**src/rtl/adder_accum_ctrl.sv**
```systemverilog
// -----------------------------------------------------------------------------
// adder_accum_ctrl
//
// Purpose: sequences an external combinational ripple adder to accumulate a
// stream of signed/unsigned operands. Each accepted operand is applied to the
// adder (add_y/add_cin, with subtraction as ~op + 1) and held for
// SETTLE_CYCLES cycles. The sum is then captured into the accumulator. add_x
// always mirrors the accumulator.
//
// Ports:
//   clk, rst_n             clock, asynchronous active-low reset
//   start                  clear accumulator and begin a sequence (IDLE only)
//   op_valid/op_ready      operand handshake
//   op_data/op_sub/op_last operand, subtract select, end-of-sequence marker
//   add_x/add_y/add_cin    operands driven to the external adder
//   add_sum/add_cout/add_ovf  combinational results from the external adder
//   acc/acc_cout/acc_ovf   accumulator, last carry, sticky overflow
//   op_count               accepted operands (saturates at 15)
//   busy/done              not-IDLE indicator, one-cycle completion pulse
// -----------------------------------------------------------------------------
module adder_accum_ctrl #(
    parameter int WIDTH         = 6,
    parameter int SETTLE_CYCLES = 2
) (
    input  logic             clk,
    input  logic             rst_n,
    input  logic             start,
    input  logic             op_valid,
    output logic             op_ready,
    input  logic [WIDTH-1:0] op_data,
    input  logic             op_sub,
    input  logic             op_last,
    output logic [WIDTH-1:0] add_x,
    output logic [WIDTH-1:0] add_y,
    output logic             add_cin,
    input  logic [WIDTH-1:0] add_sum,
    input  logic             add_cout,
    input  logic             add_ovf,
    output logic [WIDTH-1:0] acc,
    output logic             acc_cout,
    output logic             acc_ovf,
    output logic [3:0]       op_count,
    output logic             busy,
    output logic             done
);

    localparam logic [1:0] S_IDLE   = 2'd0;
    localparam logic [1:0] S_ACCEPT = 2'd1;
    localparam logic [1:0] S_SETTLE = 2'd2;
    localparam logic [1:0] S_DONE   = 2'd3;

    // Counter only needs to hold SETTLE_CYCLES-1; keep at least one bit.
    localparam int              CW          = (SETTLE_CYCLES > 1) ? $clog2(SETTLE_CYCLES) : 1;
    localparam logic [CW-1:0]   SETTLE_LAST = CW'(SETTLE_CYCLES - 1);

    logic [1:0]       state_q,      state_d;
    logic [WIDTH-1:0] acc_q,        acc_d;
    logic             acc_cout_q,   acc_cout_d;
    logic             acc_ovf_q,    acc_ovf_d;
    logic [WIDTH-1:0] add_y_q,      add_y_d;
    logic             add_cin_q,    add_cin_d;
    logic             last_q,       last_d;
    logic [3:0]       op_count_q,   op_count_d;
    logic [CW-1:0]    settle_cnt_q, settle_cnt_d;

    always_comb begin
        state_d      = state_q;
        acc_d        = acc_q;
        acc_cout_d   = acc_cout_q;
        acc_ovf_d    = acc_ovf_q;
        add_y_d      = add_y_q;
        add_cin_d    = add_cin_q;
        last_d       = last_q;
        op_count_d   = op_count_q;
        settle_cnt_d = settle_cnt_q;

        case (state_q)
            S_IDLE: begin
                if (start) begin
                    acc_d      = '0;
                    acc_cout_d = 1'b0;
                    acc_ovf_d  = 1'b0;
                    op_count_d = 4'd0;
                    state_d    = S_ACCEPT;
                end
            end
            S_ACCEPT: begin
                if (op_valid) begin
                    // Subtraction as two's complement: invert here, +1 via carry-in.
                    add_y_d      = op_sub ? ~op_data : op_data;
                    add_cin_d    = op_sub;
                    last_d       = op_last;
                    op_count_d   = (op_count_q == 4'd15) ? 4'd15 : op_count_q + 4'd1;
                    // Count down from SETTLE_CYCLES-1; capture when it reaches 0.
                    settle_cnt_d = SETTLE_LAST;
                    state_d      = S_SETTLE;
                end
            end
            S_SETTLE: begin
                if (settle_cnt_q == '0) begin
                    acc_d      = add_sum;
                    acc_cout_d = add_cout;
                    acc_ovf_d  = acc_ovf_q | add_ovf;
                    state_d    = last_q ? S_DONE : S_ACCEPT;
                end else begin
                    settle_cnt_d = settle_cnt_q - CW'(1);
                end
            end
            default: begin  // S_DONE: single-cycle pulse
                state_d = S_IDLE;
            end
        endcase
    end

    always_ff @(posedge clk or negedge rst_n) begin
        if (!rst_n) begin
            state_q      <= S_IDLE;
            acc_q        <= '0;
            acc_cout_q   <= 1'b0;
            acc_ovf_q    <= 1'b0;
            add_y_q      <= '0;
            add_cin_q    <= 1'b0;
            last_q       <= 1'b0;
            op_count_q   <= 4'd0;
            settle_cnt_q <= '0;
        end else begin
            state_q      <= state_d;
            acc_q        <= acc_d;
            acc_cout_q   <= acc_cout_d;
            acc_ovf_q    <= acc_ovf_d;
            add_y_q      <= add_y_d;
            add_cin_q    <= add_cin_d;
            last_q       <= last_d;
            op_count_q   <= op_count_d;
            settle_cnt_q <= settle_cnt_d;
        end
    end

    assign add_x    = acc_q;
    assign add_y    = add_y_q;
    assign add_cin  = add_cin_q;
    assign acc      = acc_q;
    assign acc_cout = acc_cout_q;
    assign acc_ovf  = acc_ovf_q;
    assign op_count = op_count_q;
    assign op_ready = (state_q == S_ACCEPT);
    assign busy     = (state_q != S_IDLE);
    assign done     = (state_q == S_DONE);

endmodule
```
**config.mk**
```make
export PLATFORM = sky130hd
export DESIGN_NAME = adder_accum_ctrl
export DESIGN_NICKNAME = d
export VERILOG_FILES = /design/src/rtl/adder_accum_ctrl.sv
export SDC_FILE = /design/constraint.sdc
export NUM_CORES = 1
export LEC_CHECK = 0
export ABC_AREA = 0
export CAP_MARGIN = 20
export CELL_PAD_IN_SITES_DETAIL_PLACEMENT = 0
export CELL_PAD_IN_SITES_GLOBAL_PLACEMENT = 1
export CORE_ASPECT_RATIO = 1.75
export CORE_UTILIZATION = 31
export CTS_CLUSTER_SIZE = 25
export DETAILED_ROUTE_END_ITERATION = 12
export PLACE_DENSITY_LB_ADDON = 0.05
export SYNTH_ARGS = -nofsm -noshare
export SYNTH_HDL_FRONTEND = slang
export SYNTH_SLANG_ARGS = --single-unit
```
**constraint.sdc**
```tcl
create_clock -name clk -period 1.41 [get_ports clk]
set_input_delay 0.282 -clock clk [delete_from_list [all_inputs] [get_ports clk]]
set_output_delay 0.282 -clock clk [all_outputs]
set_load 0.01 [all_outputs]
```
==> reports/metrics.csv <==
metric,value,unit
status,finished clean,
fin_hold_ws,0.3716,ns
cts.sinks,23,
clk_path_buf_depth,2,
gr-total-overflow,0,
dp_hpwl,1.886,mm
dieArea,3966,um^2
final_area,1705,um^2
hold_path_class,input pin to async pin,
grt_max_degree,24,
tritoncts,built,
wl_per_cell,12.16,um
clkPwrFrac,14.9,%
worstMarginPinSlew,0.4285,ns
grt_pass1_vias,858,
ys_async_sr_fraction,100.0,%
seqPwrFrac,37.8,%
drc,0,
clkTransAtPathRegs,0.08,ns
setup_viol,0,
seq_area_frac_synth,50.05,%
fin_nets,188,
ios,48,
synth_top_flop_cell,dfrtp_1,
arrival,1.08,ns
dr.pass1.iters,3,
rsz0062_at_grt,no,
cap_violations,0,
crit_fanout,4,
synth.avg_cell_area,9.828,um^2
pwr-share-comb,47.3,%
cts_hold_buffers,0,
core_area,3468,um^2
hold_viol_final,0,
timing.final.crit_share,96.36,%
syn_inst,117,
io_buffers,47,
fin_cells,211,
worstPathRequired,1.13,ns
p_switching,1.055,mW
use_met3,1.957,%
placed_area,1673,um^2
antenna_found_initial,0,
grt.met1_usage,17.51,%
power,2.777,mW
irDropWorstVdd,0.6957,mV
synth_fp_nets,138,
synth-edff-count,0,
cts_buffers,3,
relSlewSlack,71.43,%
final_util,49.17,%
synth_warnings,0,
clk_latency,0.26,ns
clockRootBuffer,clkbuf_8,
rows,28,
worstSetupEndpointType,output pin,
viasPerCell,4.645,
drtAntennaViolNets,0,
die_y,82.57,um
grt_pass1_wl,3.939,mm
min_period,1.359,ns
place.gp.congestion,0.7088,
p_leak,0.8213,nW
drt_iter0_markers,27,
syn_area,1150,um^2
antenna_cells,0,
switching_share,38.00,%
synthToLayoutAreaGrowth,48.31,%
die_x,48.04,um
cp-start-kind,flip-flop,
drive_above_1_share,14.46,%
critical_path_class,flip-flop to output pin,
finalMaxSlewViolations,0,
dp_slack,-0.06145,ns
vias,980,
dp.cells,206,
cts_max_level,1,
power_density,1628,nW/um^2
grtUsageMet2,22.70,%
p_int,1.722,mW
skew,0.001824,ns
routed_wl,2.566,mm
initial_core_util,33.15,%
worst_slack,0.05126,ns
setup_tns,0,ns
grt.total_usage,14.12,%
busiest_layer,met2,
fmax,736.0,MHz
ys_seq_elements,23,
synthDistinctLibCells,30,
==> metal layers <==
metal | vias up | wire, um | part of all wire [%]
li1 | 493 | - | -
met1 | 455 | 1086 | 42
met2 | 28 | 1339 | 52
met3 | 4 | 88 | 3.4
met4 | 0 | 53 | 2.1
met5 | - | 0 | 0
==> synth_stat cells (all sizes together) (2+ instances only) <==
master | instances | area, um^2
a22oi | 7 | 52.55
inv | 3 | 11.26
nor2 | 4 | 22.52
nand2b | 2 | 12.51
nand2 | 22 | 82.58
buf | 11 | 76.32
dfrtp | 23 | 575.6
o21ai | 16 | 87.58
xnor2 | 6 | 52.55
a21oi | 7 | 42.54
a31oi | 2 | 12.51
o22ai | 2 | 12.51
==> power by group through the flow <==
stage | registers (mW) | logic (mW) | clock network (mW)
floorplan | 1.09 | 0.725 | 0
global placement | 1.08 | 1.41 | 0
detailed placement | 1.08 | 1.42 | 0
CTS | 1.06 | 1.32 | 0.426
global route | 1.09 | 1.45 | 0.461
finish | 1.05 | 1.31 | 0.414
==> state kept, by name, summed over array words and instances (netlist names) <==
signal and count:
op_count 4, add_cin 1, acc_cout 1, state_q 2, add_y 6, acc 6
settle_cnt_q 1, acc_ovf 1, last_q 1
==> placed cells by master (no fill, tap or decap), drive strengths merged <==
cell type	n
or2b	1
dlygate4sd2	26
and2	1
nor2b	1
dfrtp	23
o22ai	2
clkbuf	3
o21ai	16
nand2	22
xnor2	6
o21bai	1
or2	1
a31oi	2
o31ai	1
a21o	1
inv	3
a22oi	7
and3b	1
clkdlybuf4s15	1
clkdlybuf4s50	19
nand2b	2
nand3b	1
a2bb2oi	1
buf	10
nor2	4
nand3	1
clkinv	1
ha	1
a21oi	7
==> cell type report <==
type	count	area, um^2
clock buffers	3	41.29
clock inverters	1	5.005
fillers	356	1763
inverters	3	11.26
multi-input cells	80	496.7
flip-flops and latches	23	575.6
well taps	45	56.30
repair buffers	56	519.2
==> cells by family (layout without fill, tap and decap cells) <==
family,count (synthesis),after routing,share of synthesized area (%)
simple gates,35,35,15.02
compound gates,38,38,21.65
xor+xnor,6,6,4.570
fa+ha+maj,1,1,1.088
buf+inv,14,63,7.617
flops,23,23,50.05
==> repair_timing <==
| item | 4_1_cts | 5_1_grt |
|---|---|---|
| buffers inserted | 1 | 0 |
| gates resized for setup | 33 | 2 |
| setup endpoints to repair | 28 | 2 |
| hold endpoints to repair | 0 | 0 |
==> path summary, 6_finish.rpt <==
check | startpoint | to | slack, ns | cells after the start
setup / recovery | state_q[0]$_DFFE_PN0P_ | op_ready | 0.05 | 2
hold / removal | rst_n | acc_ovf$_DFFE_PN0P_ | 0.37 | 2
setup reg to reg | state_q[1]$_DFFE_PN0P_ | add_y[4]$_DFFE_PN0P_ | 0.11 | 5
hold reg to reg | last_q$_DFFE_PN0P_ | last_q$_DFFE_PN0P_ | 0.48 | 2
max in group asynchronous | rst_n | state_q[1]$_DFFE_PN0P_ | 0.81 | 2
min in group clk | last_q$_DFFE_PN0P_ | last_q$_DFFE_PN0P_ | 0.48 | 2
==> critical path: stages (launching register included) <==
cell and delay, ns:
dfrtp_1 0.41, nor2b_1 0.13, dlygate4sd2_1 0.28
(Power assumes the default switching activity.)
